**src/rtl/b16fp_pkg.sv**
```systemverilog
// Shared bfloat16 definitions for the MAC datapath arithmetic blocks.
// Field widths, special encodings, operand classes and divider states.
package b16fp_pkg;

    localparam int EXP_W  = 8;
    localparam int FRAC_W = 7;
    localparam int BIAS   = 127;

    localparam logic [15:0] QNAN    = 16'h7FC0;
    localparam logic [15:0] POS_INF = 16'h7F80;
    localparam logic [15:0] NEG_INF = 16'hFF80;

    typedef enum logic [1:0] {
        CLS_ZERO,
        CLS_NORM,
        CLS_INF,
        CLS_NAN
    } fpcls_e;

    typedef enum logic [1:0] {
        IDLE,
        CALC,
        ROUND,
        OUT
    } div_state_e;

    // Denormals flush to zero, so a zero exponent is always zero.
    function automatic fpcls_e fp_class(
        input logic [EXP_W-1:0]  e,
        input logic [FRAC_W-1:0] f
    );
        fpcls_e c;
        if (e == '0)
            c = CLS_ZERO;
        else if (e != '1)
            c = CLS_NORM;
        else if (f == '0)
            c = CLS_INF;
        else
            c = CLS_NAN;
        return c;
    endfunction

endpackage

```
**src/rtl/b16fp_rne_round.sv**
```systemverilog
// Round-to-nearest-even and exponent saturation for bfloat16 results.
// Shared by the divider and the multiplier.
module b16fp_rne_round
    import b16fp_pkg::*;
(
    input  logic              sign,
    input  logic [6:0]        mant,
    input  logic              guard,
    input  logic              sticky,
    input  logic signed [9:0] exp_in,
    output logic [15:0]       result
);

    logic              inc;
    logic [7:0]        sum;
    logic signed [9:0] exp_r;

    // Round, carry a mantissa wrap into the exponent, then saturate.
    always_comb begin
        inc   = guard & (sticky | mant[0]);
        sum   = {1'b0, mant} + {7'b0, inc};
        exp_r = exp_in + $signed({9'b0, sum[7]});
        if (exp_r >= 10'sd255)
            result = sign ? NEG_INF : POS_INF;
        else if (exp_r <= 10'sd0)
            result = {sign, 15'h0};
        else
            result = {sign, exp_r[7:0], sum[6:0]};
    end

endmodule

```
**src/rtl/b16fpdiv.sv**
```systemverilog
// Sequential bfloat16 divider: Result = oprA / oprB.
// Restoring 10-step significand division, then one RNE round cycle.
module b16fpdiv
    import b16fp_pkg::*;
(
    input  logic        clk,
    input  logic        rst_n,
    input  logic        in_valid,
    output logic        in_ready,
    input  logic [15:0] oprA,
    input  logic [15:0] oprB,
    output logic        out_valid,
    input  logic        out_ready,
    output logic [15:0] Result
);

    div_state_e state, state_nx;

    logic [9:0]        q;
    logic [8:0]        rem;
    logic [8:0]        rem_nx;
    logic [7:0]        mb;
    logic signed [9:0] ex;
    logic              sgn;
    logic [3:0]        cnt;
    logic [15:0]       res;

    fpcls_e            ca, cb;
    logic              sgn_in;
    logic              special;
    logic [15:0]       spec_res;
    logic              ge;

    logic [6:0]        rmant;
    logic              rguard, rsticky;
    logic signed [9:0] rexp;
    logic [15:0]       rres;

    assign in_ready  = (state == IDLE);
    assign out_valid = (state == OUT);
    assign Result    = res;

    // Classify the operands presented on the input and pick any special result.
    always_comb begin
        ca       = fp_class(oprA[14:7], oprA[6:0]);
        cb       = fp_class(oprB[14:7], oprB[6:0]);
        sgn_in   = oprA[15] ^ oprB[15];
        special  = 1'b1;
        spec_res = QNAN;
        if (ca == CLS_NAN || cb == CLS_NAN ||
            (ca == CLS_ZERO && cb == CLS_ZERO) ||
            (ca == CLS_INF && cb == CLS_INF))
            spec_res = QNAN;
        else if (cb == CLS_ZERO || ca == CLS_INF)
            spec_res = sgn_in ? NEG_INF : POS_INF;
        else if (ca == CLS_ZERO || cb == CLS_INF)
            spec_res = {sgn_in, 15'h0};
        else
            special = 1'b0;
    end

    // One restoring step; the remainder stays below 2*mB so 9 bits suffice.
    always_comb begin
        ge     = (rem >= {1'b0, mb});
        rem_nx = (ge ? rem - {1'b0, mb} : rem) << 1;
    end

    // Pick mantissa, guard and sticky depending on whether q >= 1.
    always_comb begin
        if (q[9]) begin
            rmant   = q[8:2];
            rguard  = q[1];
            rsticky = q[0] | (|rem);
            rexp    = ex;
        end else begin
            rmant   = q[7:1];
            rguard  = q[0];
            rsticky = |rem;
            rexp    = ex - 10'sd1;
        end
    end

    b16fp_rne_round u_round (
        .sign   (sgn),
        .mant   (rmant),
        .guard  (rguard),
        .sticky (rsticky),
        .exp_in (rexp),
        .result (rres)
    );

    // State register.
    always_ff @(posedge clk or negedge rst_n) begin
        if (!rst_n)
            state <= IDLE;
        else
            state <= state_nx;
    end

    // Next-state decode.
    always_comb begin
        state_nx = state;
        unique case (state)
            IDLE:  if (in_valid) state_nx = special ? OUT : CALC;
            CALC:  if (cnt == 4'd9) state_nx = ROUND;
            ROUND: state_nx = OUT;
            OUT:   if (out_ready) state_nx = IDLE;
        endcase
    end

    // Operand capture, division steps and result register.
    always_ff @(posedge clk or negedge rst_n) begin
        if (!rst_n) begin
            q   <= '0;
            rem <= '0;
            mb  <= '0;
            ex  <= '0;
            sgn <= 1'b0;
            cnt <= '0;
            res <= '0;
        end else begin
            unique case (state)
                IDLE: begin
                    if (in_valid && special) begin
                        res <= spec_res;
                    end else if (in_valid) begin
                        rem <= {2'b01, oprA[6:0]};
                        mb  <= {1'b1, oprB[6:0]};
                        q   <= '0;
                        cnt <= '0;
                        sgn <= sgn_in;
                        ex  <= $signed({2'b0, oprA[14:7]})
                             - $signed({2'b0, oprB[14:7]})
                             + 10'(BIAS);
                    end
                end
                CALC: begin
                    q   <= {q[8:0], ge};
                    rem <= rem_nx;
                    cnt <= cnt + 4'd1;
                end
                ROUND: res <= rres;
                OUT: ;
            endcase
        end
    end

endmodule

```
**config.mk**
```make
export PLATFORM = sky130hd
export DESIGN_NAME = b16fpdiv
export DESIGN_NICKNAME = d
export VERILOG_FILES = /design/src/rtl/b16fp_pkg.sv /design/src/rtl/b16fp_rne_round.sv /design/src/rtl/b16fpdiv.sv
export SDC_FILE = /design/constraint.sdc
export NUM_CORES = 1
export LEC_CHECK = 0
export ABC_AREA = 1
export CAP_MARGIN = 20
export CORE_MARGIN = 4
export CORE_UTILIZATION = 50
export CTS_CLUSTER_DIAMETER = 120
export DETAILED_ROUTE_END_ITERATION = 10
export GPL_TIMING_DRIVEN = 0
export PLACE_DENSITY = 0.73
export SLEW_MARGIN = 20
export SYNTH_ARGS = -nofsm -noshare
export SYNTH_HDL_FRONTEND = slang
export SYNTH_SLANG_ARGS = --single-unit
```
**constraint.sdc**
```tcl
create_clock -name clk -period 4.3 [get_ports clk]
set_clock_uncertainty 0.15 [all_clocks]
set_input_delay 0.86 -clock clk [delete_from_list [all_inputs] [get_ports clk]]
set_output_delay 0.86 -clock clk [all_outputs]
set_load 0.005 [all_outputs]
```
==> flow_summary.yaml, run 1 <==
sta:
  min_period_ns: 3.43
  fin_crit_sh_pct: 79.8
  setup_violations: 0
  maxSlewHeadroom_pct: 69.0
  fin_setup_tns_ns: 0
  rsz0062_at_grt: "false"
  slew_violations: 0
  worst_slew_pin_slew_ns: 0.465
  timing_hold_violations_final: 0
  fmax_ghz: 0.291
place:
  gp_congestion: 0.876
  dp_cells: 796
  io_buffer_count: 53
  place_hpwl_um: 8100
clocking:
  cts_made_buffers: 9
  insertion_delay_ns: 0.35
  cts-root-buf: "clkbuf_8"
  cts.repair.resized: 0
  clk_path_buf_depth: 2
  post_cts_buffers: 0
  cts_hold_buf: 0
  cts_tree: "done"
  clkTransAtPathRegs_ns: 0.08
  htree_levels: 3
  cts_sinks: 60
floorplan:
  num_rows: 34
  dieArea_um2: 10700
  core_um2: 8810
  die_height_um: 104
  start_util_pct: 52.0
  boundaryPins: 54
  dieWidth_um: 104
grt:
  antenna_found_initial: 0
  grt_max_degree: 43
  overflow: 0
  grt_pass1_vias: 4071
  grt_pass1_wl_um: 17700
  grt_use_total_pct: 19.6
worst_setup_path:
  crit_slowest_cell: "dfrtp_1"
  crit_path_end_kind: "flop"
  path_class: "flop to flop"
  cp-start-kind: "flop"
  crit_arrival_ns: 3.52
  path_cells: "buf_6 -> buf_2 -> nand2_1 -> o21ai_0 -> inv_1 -> nand3_1 -> nor2_1 -> nand2_1 -> nor3b_1 -> ha_1 -> ha_1 -> nand2_2 -> nor2_2 -> nand2_1 -> nand2_1 -> inv_2 -> nor2_1 -> nand3_1 -> nor2_4 -> nor2_1 -> nand2_1 -> o21ai_1"
  critPathMostFrequentCell: "nand2_1"
  slowest_delay_ns: 0.44
  worstPathRequired_ns: 4.39
  cp_max_fo: 10
final_layout:
  layout.nets: 764
  fin_cells: 812
  n_antenna_cell: 0
  drive_above_1_share_pct: 10.5
  syn2layout_area_growth_pct: 19.3
drt:
  ant_nets: 0
  vias: 4144
  dr.pass1.iters: 5
  viasPerCell: 5.10
  drt_iter0_drc: 124
  wl_per_cell_um: 12.2
  drc_errors: 0
  wirelength_um: 9910
logic_synthesis:
  yosysSeqAreaShare_pct: 32.8
  syn-mean-instance-area_um2: 7.22
  yosysWarnings: 0
  synth_edf_count: 0
  syn_area_um2: 4580
  syn_nets: 699
  async_flop_share_pct: 100
  synth_ff_type: "dfrtp_1"
  synth_cell_types: 45
  ys_seq_elements: 60
  netlist_instances: 634
power:
  power_density_nw_per_um2: 624
  peakVddDrop_v: 0.000371
  leakagePower_nw: 2.63
run_status:
  outcome: "completed"
hold_path:
  holdCritPathClass: "input port to asynchronous set/reset pin"
flow_run:
  drv_cap: 0
-- layout by cell type, fill, tap and decap left out, types with 6 or more instances in the layout --
cell type / synthesis / final
nand2_1: 122 / 122
nand3_1: 35 / 35
a21oi_1: 25 / 25
nand4_1: 15 / 15
ha_1: 27 / 27
xor2_1: 15 / 15
nor2_1: 67 / 67
o21ai_0: 40 / 40
nand2_2: 13 / 13
nor2_2: 6 / 6
clkbuf_8: 0 / 9
inv_2: 7 / 7
nand3_2: 6 / 6
clkdlybuf4s50_1: 0 / 52
buf_2: 7 / 7
inv_1: 101 / 101
dfrtp_1: 60 / 60
nor3_1: 11 / 11
o22ai_1: 15 / 15
xnor2_1: 7 / 7
-- through the flow --
step	hold WS [ns]	power, mW	util [%]	setup WS [ns]	cell area (um2)
after global routing	0.232	3.77	62.0	0.480	5460
after floorplan	0.276	2.40	-	1.30	4580
after CTS	0.219	3.43	62.0	0.868	5460
after global placement	0.306	2.85	59.5	0.337	5240
final	0.221	3.41	62.0	0.869	5460
after detailed placement	0.302	2.91	59.7	0.854	5260
-- cells by family after synthesis --
kind of cell | synth area share, %
AOI/OAI and AO/OA | 12.3
and+or+nand+nor | 31.3
DFF | 32.8
xor gates and xnor gates | 4.81
buffers and inverters | 10.5
adders and majority gates | 8.26
-- state kept, by name, summed over array words and instances (netlist names) --
register,cells
sgn,1
rem,9
Result,16
ex,10
cnt,4
q,10
state,2
mb,8
-- final cells by class --
class                   instances  area (um2)
flip-flops and latches         60        1500
plain buffers                  12        61.3
clock buffers                   9         124
inverters                     111         419
multi-input cells             451        2590
well taps                     108         135
fillers                       838        3350
repair buffers                 54         548
clock inverters                 7        77.6
-- where the power goes --
group	switching [mW]	total, mW	internal, mW
clock network	0.242	0.511	0.269
registers	0.140	0.895	0.755
logic	1.25	2.00	0.752
total	1.63	3.41	1.78
-- synthesized netlist by cell type, types with 4 or more instances --
library cell	number	area [um2]
nand4_1	15	93.8
xor2_1	15	131
dfrtp_1	60	1500
nor2_4	4	45.0
nor2_1	67	251
o22ai_1	15	93.8
inv_1	101	379
o211ai_1	4	30.0
nand2_1	122	458
inv_2	7	26.3
ha_1	27	338
clkbuf_1	4	15.0
a31oi_1	4	25.0
a21oi_1	25	125
nor3_1	11	55.1
nand3_2	6	60.1
o21ai_0	40	200
nand2_2	13	81.3
nand3_1	35	175
xnor2_1	7	61.3
nor2_2	6	37.5
or2_1	4	25.0
buf_2	7	35.0
-- final timing paths --
| kind | to | slack (ns) | startpoint | depth (start not counted) |
|---|---|---|---|---|
| worst min register to register | mb[7]$_DFFE_PN0P_ | 0.31 | mb[7]$_DFFE_PN0P_ | 2 |
| max in group asynchronous | ex[7]$_DFFE_PN0P_ | 3.27 | rst_n | 2 |
| min in group clk | mb[7]$_DFFE_PN0P_ | 0.31 | mb[7]$_DFFE_PN0P_ | 2 |
| worst max-delay path | Result[1]$_DFFE_PN0P_ | 0.87 | q[9]$_DFFE_PN0P_ | 22 |
| worst max register to register | Result[1]$_DFFE_PN0P_ | 0.87 | q[9]$_DFFE_PN0P_ | 22 |
| worst min-delay path | Result[1]$_DFFE_PN0P_ | 0.22 | rst_n | 1 |
-- worst max-delay path: cells and delay by family, from the launching register on --
family / cells / cell delay, ns
AOI/OAI and AO/OA: 2 / 0.15
DFF: 1 / 0.44
and+or+nand+nor: 14 / 1.63
adders and majority gates: 2 / 0.48
buffers and inverters: 4 / 0.47
-- routing by layer --
layer / track usage (%) / up-vias / wire length [um]
met5: 0 / - / 0
li1: - / 2180 / -
met1: 24.2 / 1876 / 4580
met4: 6.27 / 0 / 96
met2: 34.8 / 78 / 4770
met3: 3.23 / 10 / 460
Note: power is estimated with default switching activity, not from simulation.
==> run 2: changes to the inputs <==
Clock period 4.3 ns to 3.4 ns, I/O delays scaled along.
==> flow_summary.yaml, run 2 (synthesis gave the netlist of run 1 again) <==
place:
  place_hpwl_um: 8100
  dp_cells: 796
  io_buffer_count: 53
  gp_congestion: 0.876
drt:
  viasPerCell: 5.12
  wl_per_cell_um: 12.3
  vias: 4183
  wirelength_um: 10000
  ant_nets: 0
  dr.pass1.iters: 4
  drc_errors: 0
  drt_iter0_drc: 145
final_layout:
  drive_above_1_share_pct: 12.7
  n_antenna_cell: 0
  syn2layout_area_growth_pct: 21.2
  layout_common_cells: "nand2_1 (119), inv_1 (101), nor2_1 (64), dfrtp_1 (59), clkdlybuf4s50_1 (52)"
  final_common_cell: "nand2_1"
  largest_reg_flops: 16
  fin_cells: 817
  layout.nets: 769
  fin_util_pct: 63.0
flow_run:
  drv_cap: 0
clocking:
  htree_levels: 3
  clkTransAtPathRegs_ns: 0.08
  cts_tree: "done"
  cts_sinks: 60
  insertion_delay_ns: 0.35
  cts_made_buffers: 9
  clk_path_buf_depth: 2
  cts-root-buf: "clkbuf_8"
worst_setup_path:
  r2r_end: "Result[1]$_DFFE_PN0P_"
  cp_max_fo: 10
  reg2reg_slack_ns: 0.27
  crit_path_end_kind: "flop"
  crit_arrival_ns: 3.22
  reg2regPathDepth: 21
  path_class: "flop to flop"
  setup.worst_path.end: "Result[1]$_DFFE_PN0P_"
  critPathLaunch: "q[9]$_DFFE_PN0P_"
  rr_startpoint: "q[9]$_DFFE_PN0P_"
  worstPathRequired_ns: 3.49
  cp-start-kind: "flop"
run_status:
  outcome: "completed"
grt:
  grt_use_total_pct: 19.6
  grt_pass1_vias: 4071
  antenna_found_initial: 0
  grt_pass1_wl_um: 17700
  overflow: 0
  grt_max_degree: 43
floorplan:
  num_rows: 34
  dieArea_um2: 10700
  core_um2: 8810
  start_util_pct: 52.0
  die_height_um: 104
  dieWidth_um: 104
  boundaryPins: 54
power:
  power_density_nw_per_um2: 785
  leakagePower_nw: 2.65
  finalPower_mw: 4.35
  peakVddDrop_v: 0.000470
sta:
  fin_crit_sh_pct: 92.0
  maxSlewHeadroom_pct: 69.0
  timing_hold_violations_final: 0
  fmax_ghz: 0.320
  worst_slew_pin_slew_ns: 0.465
  slew_violations: 0
  setup_violations: 0
  min_period_ns: 3.13
hold_path:
  holdCritPathClass: "input port to asynchronous set/reset pin"
-- run 2: changes by cell type in the layout (fill, tap and decap cells not counted), moves of 2 or more --
cell	delta
nand2_2	+3
o21ai_1	+2
ha_1	-2
nand2_1	-3
buf_4	+6
nor2_1	-3
o21ai_0	-2
nor2_2	+2
-- run 2: how the worst min path moves through the flow --
stage                       from                     to  slack, ns  cells past startpoint
2_1_floorplan              rst_n  Result[0]$_DFFE_PN0P_       0.23                      0
3_3_place_gp   mb[7]$_DFFE_PN0P_      mb[7]$_DFFE_PN0P_       0.31                      2
3_5_place_dp   mb[7]$_DFFE_PN0P_      mb[7]$_DFFE_PN0P_       0.30                      2
4_1_cts                    rst_n  Result[1]$_DFFE_PN0P_       0.04                      1
5_1_grt                    rst_n   state[1]$_DFFE_PN0P_       0.05                      1
6_report                   rst_n  Result[1]$_DFFE_PN0P_       0.04                      1
-- run 2: timing repair --
| item | 4_1_cts | 5_1_grt |
|---|---|---|
| hold buffers | 0 | 0 |
| pin swaps | 1 | 13 |
| endpoints found under the setup margin | 4 | 14 |
| setup buffers | 0 | 6 |
| resized for setup | 1 | 17 |
-- run 2: cell type report --
type / count / area, um2
buffer: 11 / 56.3
clock buffer: 9 / 124
clock inverter: 7 / 77.6
fill: 834 / 3260
inverter: 111 / 419
multi-input combinational: 451 / 2640
sequential: 60 / 1500
tap: 108 / 135
timing repair buffer: 60 / 593
-- run 2: stage by stage --
stage,hold WS (ns),setup WS (ns),instance area [um2],TNS (ns)
final,0.0362,0.272,5550,0
after global routing,0.0518,-0.00995,5550,-0.0125
after CTS,0.0385,0.00336,5460,0
after detailed placement,0.302,-0.0323,5260,-0.0323
after global placement,0.306,-0.383,5240,-22.70
after floorplan,0.234,0.403,4580,0
-- run 2: power breakdown --
part           total, mW  switching [mW]  internal [mW]  leakage [nW]
Sequential          1.13           0.177          0.955         0.737
Clock              0.650           0.311          0.340        0.0877
Combinational       2.57            1.61          0.966          1.83
Total               4.35            2.09           2.26          2.65
-- run 2: worst max-delay path, cell delays in order (launching register included) --
cell,delay (ns)
dfrtp_2,0.47
buf_6,0.16
nand2_1,0.06
o21ai_0,0.08
inv_1,0.08
nand3_1,0.09
nor2_1,0.13
nand2_1,0.12
nor3b_2,0.19
ha_2,0.23
ha_4,0.15
nand2_2,0.08
nor2_4,0.12
nand2_2,0.07
nand2_2,0.08
inv_2,0.04
nor2_1,0.10
nand3_1,0.12
nor2_4,0.25
nor2_1,0.10
nand2_1,0.08
o21ai_1,0.07
-- run 2: routing by layer --
layer	wire length, um	track usage, %
met1	4590	24.2
met2	4850	34.8
met3	450	3.23
met4	125	6.27
met5	0	0
==> run 3: changes to the inputs <==
Settings changed: DONT_BUFFER_PORTS from default to 1, PLACE_DENSITY 0.73 to 0.65.
==> flow_summary.yaml, run 3 (synthesis gave the netlist of run 1 again) <==
run_status:
  outcome: "completed"
hold_path:
  holdCritPathClass: "input port to asynchronous set/reset pin"
worst_setup_path:
  path_cells: "buf_6 -> nand2_1 -> o21ai_0 -> inv_1 -> nand3_2 -> nor2_2 -> nand2_2 -> nor3b_2 -> ha_2 -> ha_4 -> nand2_2 -> nor2_2 -> nand2_1 -> nand2_1 -> inv_2 -> nor2_1 -> nand3_1 -> nor2_4 -> nor3_1 -> nor2_1 -> nor2_1"
  cp-start-kind: "flop"
  reg2reg_slack_ns: 0.31
  path_class: "flop to flop"
  r2r_end: "Result[7]$_DFFE_PN0P_"
  worstPathRequired_ns: 3.47
  slowest_delay_ns: 0.48
  crit_arrival_ns: 3.17
  worst-path-buf-inv: 3
  rr_startpoint: "q[9]$_DFFE_PN0P_"
  reg2regPathDepth: 21
  cp.depth: 21
  crit_path_end_kind: "flop"
  crit_slowest_cell: "dfrtp_2"
  critPathTopFamily: "simple AND/OR/NAND/NOR gates"
  cp_max_fo: 10
floorplan:
  num_rows: 34
  dieWidth_um: 104
  dieArea_um2: 10700
  boundaryPins: 54
  core_um2: 8810
  die_height_um: 104
  start_util_pct: 52.0
sta:
  worst_slew_pin_slew_ns: 0.522
  setup_violations: 0
  slew_violations: 0
  fin_crit_sh_pct: 91.0
  timing_hold_violations_final: 0
  min_period_ns: 3.09
  maxSlewHeadroom_pct: 65.2
  fmax_ghz: 0.323
  whs_ns: 0.0488
drt:
  ant_nets: 0
  vias: 3979
  wl_met1_um: 4760
  wirelength_um: 10000
  dr.pass1.iters: 4
  viasPerCell: 5.18
  topRoutingLayerUsed: "met4"
  met2_length_um: 4690
  met3_length_um: 402
  drc_errors: 0
  wl_per_cell_um: 13.0
  drt_iter0_drc: 157
clocking:
  htree_levels: 3
  clkTransAtPathRegs_ns: 0.08
  insertion_delay_ns: 0.34
  cts-root-buf: "clkbuf_8"
  cts_tree: "done"
  cts_sinks: 60
  cts_made_buffers: 9
  clk_path_buf_depth: 2
flow_run:
  drv_cap: 0
power:
  finalPower_mw: 4.21
  power_density_nw_per_um2: 835
  peakVddDrop_v: 0.000424
  leakagePower_nw: 2.48
final_layout:
  layout_common_cells: "nand2_1 (120), inv_1 (101), nor2_1 (65), dfrtp_1 (59), o21ai_0 (37)"
  syn2layout_area_growth_pct: 10.2
  final_common_cell: "nand2_1"
  fin_util_pct: 57.3
  fin_cells: 768
  multiInputGateArea_um2: 2630
  seq_area_um2: 1500
  n_antenna_cell: 0
  drive_above_1_share_pct: 13.8
  fillers: 828
  largest_reg_flops: 16
  layout.nets: 721
grt:
  grt_pass1_vias: 3950
  grt_pass1_wl_um: 17300
  grt_max_degree: 61
  antenna_found_initial: 0
  grt_use_total_pct: 19.0
  overflow: 0
place:
  gp_congestion: 0.822
  place_hpwl_um: 7780
  dp_cells: 742
  io_buffer_count: 0
run 3: cell count changes in the layout (fill, tap and decap cells not counted), moves of 2 or more:
cell	delta
clkinv_4	-2
clkdlybuf4s50_1	-52
buf_4	+4
clkinv_2	+3
clkinvlp_4	-3
run 3: per-stage QoR:
stage	TNS, ns	instance area, um2	setup slack, ns
5_1_grt	-0.0401	5040	-0.0401
6_report	0	5040	0.305
3_3_place_gp	0	4710	0.0382
2_1_floorplan	0	4580	0.403
3_5_place_dp	-0.114	4710	-0.0358
4_1_cts	0	4940	0.0193
run 3: layer usage:
metal  global-route usage (%)  vias up
met5                        0        -
met1                     24.8     1803
li1                         -     2091
met2                     31.6       73
met3                     3.48       12
met4                     6.74        0
run 3: repair_timing:
action / CTS / global route
hold buffers: 1 / 0
pin swaps: 2 / 12
hold endpoints to repair: 60 / 0
resized for setup: 0 / 16
setup buffers: 1 / 10
setup endpoints to repair: 13 / 15
run 3: worst max path at each step:
stage,from,to
2_1_floorplan,q[9]$_DFFE_PN0P_,Result[6]$_DFFE_PN0P_
3_3_place_gp,q[9]$_DFFE_PN0P_,Result[1]$_DFFE_PN0P_
3_5_place_dp,q[9]$_DFFE_PN0P_,Result[1]$_DFFE_PN0P_
4_1_cts,q[9]$_DFFE_PN0P_,Result[1]$_DFFE_PN0P_
5_1_grt,q[9]$_DFFE_PN0P_,Result[7]$_DFFE_PN0P_
6_report,q[9]$_DFFE_PN0P_,Result[7]$_DFFE_PN0P_
run 3: layout make-up:
cell class	count	area share (%)
inverter	111	8.31
multi-input combinational	451	52.1
buffer	11	1.12
timing repair buffer	12	2.18
sequential	60	29.8
clock inverter	5	1.04
clock buffer	10	2.73
tap	108	2.68
run 3: where the power goes:
| group | total, mW | switching [mW] | internal (mW) |
|---|---|---|---|
| combinational | 2.43 | 1.58 | 0.850 |
| clock | 0.634 | 0.284 | 0.350 |
| sequential | 1.15 | 0.189 | 0.956 |
==> RTL change (config.mk and constraints of run 2) <==
The 4 states of `div_state_e` get a one-hot encoding in 4 bits.
--- a/src/rtl/b16fp_pkg.sv
+++ b/src/rtl/b16fp_pkg.sv
@@ -18,9 +18,9 @@
     } fpcls_e;
 
-    typedef enum logic [1:0] {
-        IDLE,
-        CALC,
-        ROUND,
-        OUT
+    typedef enum logic [3:0] {
+        IDLE  = 4'b0001,
+        CALC  = 4'b0010,
+        ROUND = 4'b0100,
+        OUT   = 4'b1000
     } div_state_e;
 
Formal check against the unedited RTL: no difference found for any inputs over 10 cycles, from zero or initial values and one cycle with rst_n low; not proved beyond that.
==> RTL change against run 2 <==
  * Synthesized area decreased by 3.9%
  * Count of clock-buffer cells in the layout unchanged
  * Worst setup slack got worse by 220 ps
  * Power increased by 4.8%
  * Sequential cell count increased by 2
  * Worst hold slack got worse by 6.7 ps
  * Sequential power increased by 13%
  * Via count increased by 2.3%
  * Global-route usage increased by 1.9 points
  * Routed wire length increased by 9.6%
  * Cell area decreased by 0.65%
  * Maximum frequency decreased by 6.5%
  * Critical path type unchanged
==> RTL change: results (changes against run 2) <==
| Metric | Value |
|---|---|
| Routed wire length | `10,970 um (was 10,010 um)` |
| Synth warn | `0 (unchanged)` |
| Fill count | `716 (was 834)` |
| Placed Area | `5082 um2 (was 5259 um2)` |
| CTS max path bufs | `2 (unchanged)` |
| Status | `completed (unchanged)` |
| Tot GR Track Use | `0.2146 (was 0.1956)` |
| Routability congestion estimate from global placement | `0.9240 (was 0.8764)` |
| Clock slew seen by the registers of the worst setup and hold paths | `90 ps` |
| Syn Nets | `679 (was 699)` |
| Pin count of the biggest net entering global routing | `46 (was 43)` |
| Yosys cell types | `39 (was 45)` |
| Final nets | `756 (was 769)` |
| Peak VDD IR | `510.0 uV (was 470.1 uV)` |
| Initial antenna violation count | `0 (unchanged)` |
| Initial DRC count | `193 (was 145)` |
| Clk_lat worst skew | `360 ps` |
| Placed Cells | `777 (was 796)` |
| H-tree depth | `3 (unchanged)` |
| Synth top area cells | `dfrtp_1, nand2_1, inv_1 (unchanged)` |
| First-pass GRT wire length | `18,000 um (was 17,700 um)` |
| Post-DP HPWL | `8140 um (was 8096 um)` |
| Avg Cell Area, Syn | `7.112 um2 (was 7.217 um2)` |
| Pleak | `2.694 nW (was 2.650 nW)` |
| Length in cells of the worst reg-to-reg path | `23 (was 21)` |
| Setup WS pre-CTS | `-112.2 ps (was -32.26 ps)` |
| Vias in the first global route | `4,158 (was 4,071)` |
| Crit path DAT | `3430 ps (was 3220 ps)` |
| Via count | `4,280 (was 4,183)` |
| Root buf cell | `clkbuf_8 (unchanged)` |
| Least-Margin Pin Slew | `575.7 ps (was 465.3 ps)` |
| Pre-Repair DR Iteration Count | `5 (was 4)` |
| Fin cells | `805 (was 817)` |
| Seq/Total Area, Yosys | `0.3533 (was 0.3281)` |
| CP Max Fanout | `8 (was 10)` |
| Top post-synthesis cells by count | `nand2_1, inv_1, dfrtp_1, nor2_1, o21ai_0 (was nand2_1, inv_1, nor2_1, dfrtp_1, o21ai_0)` |
| Ratio of cells with drive above 1 in the final layout | `0.1214 (was 0.1269)` |
-- RTL change: critical path, cell delays in order (launching register included) --
cell	delay, ps
dfrtp_1	410
buf_6	140
nand2_1	80
o21ai_2	70
nor2_2	180
nand3_2	140
nor2_4	140
nand2_2	80
nor3_2	190
ha_2	230
ha_4	160
nand2_4	70
nor2_4	150
nand2_2	80
nor2_4	130
inv_1	70
nand2_2	60
inv_1	50
nor2_1	130
nand3_2	120
nand2_4	140
nor2_1	60
o21ai_1	120
nand2_1	60
-- RTL change: routing by layer --
layer	share of wire	wire length (um)	track usage
met1	0.45	4903	0.2721
met2	0.49	5345	0.3707
met3	0.049	535	0.03375
met4	0.017	187	0.07566
met5	0	0	0
-- RTL change: kinds of logic (layout without fill, tap and decap cells) --
| logic type | after synthesis | in the layout | synth area share |
|---|---|---|---|
| flops | 62 | 62 | 0.3533 |
| fa+ha+maj | 25 | 25 | 0.07458 |
| compound gates | 105 | 105 | 0.1275 |
| xor+xnor | 19 | 19 | 0.04384 |
| buf+inv | 108 | 190 | 0.09707 |
| simple gates | 299 | 299 | 0.3037 |
-- RTL change: through the flow --
stage	power [mW]	hold WS, ps	utilization
2_1_floorplan	2.946	234.4	-
3_3_place_gp	3.531	294.3	0.6034
3_5_place_dp	3.620	296.4	0.6064
4_1_cts	4.366	30.79	0.6340
5_1_grt	4.985	36.40	0.6574
6_report	4.564	29.45	0.6574
-- RTL change: final timing paths --
kind	from	to	slack, ps
worst min register to register	mb[7]	mb[7]	310
min in group clk	mb[7]	mb[7]	310
worst max-delay path	q[9]	Result[9]	60
worst min-delay path	rst_n	Result[0]	30
worst max register to register	q[9]	Result[9]	60
max in group asynchronous	rst_n	state[0]	2530
-- RTL change: final cells by class --
type	count	share of cell area
tap	105	0.02384
multi-input combinational	448	0.4580
buffer	13	0.01521
clock buffer	9	0.02248
clock inverter	7	0.01408
inverter	95	0.06471
sequential	62	0.2818
timing repair buffer	66	0.1199
-- RTL change: timing repair --
item	4_1_cts	5_1_grt
pin swaps	1	17
buffers inserted	3	7
setup endpoints to repair	13	15
hold buffers	0	0
gates cloned	0	2
gates resized for setup	2	33
-- RTL change: report_power, final --
| group | switching [mW] | leakage (nW) | internal [mW] | total (mW) |
|---|---|---|---|---|
| registers | 0.219 | 0.737 | 1.06 | 1.28 |
| logic | 1.51 | 1.86 | 1.09 | 2.61 |
| clock network | 0.335 | 0.101 | 0.346 | 0.681 |
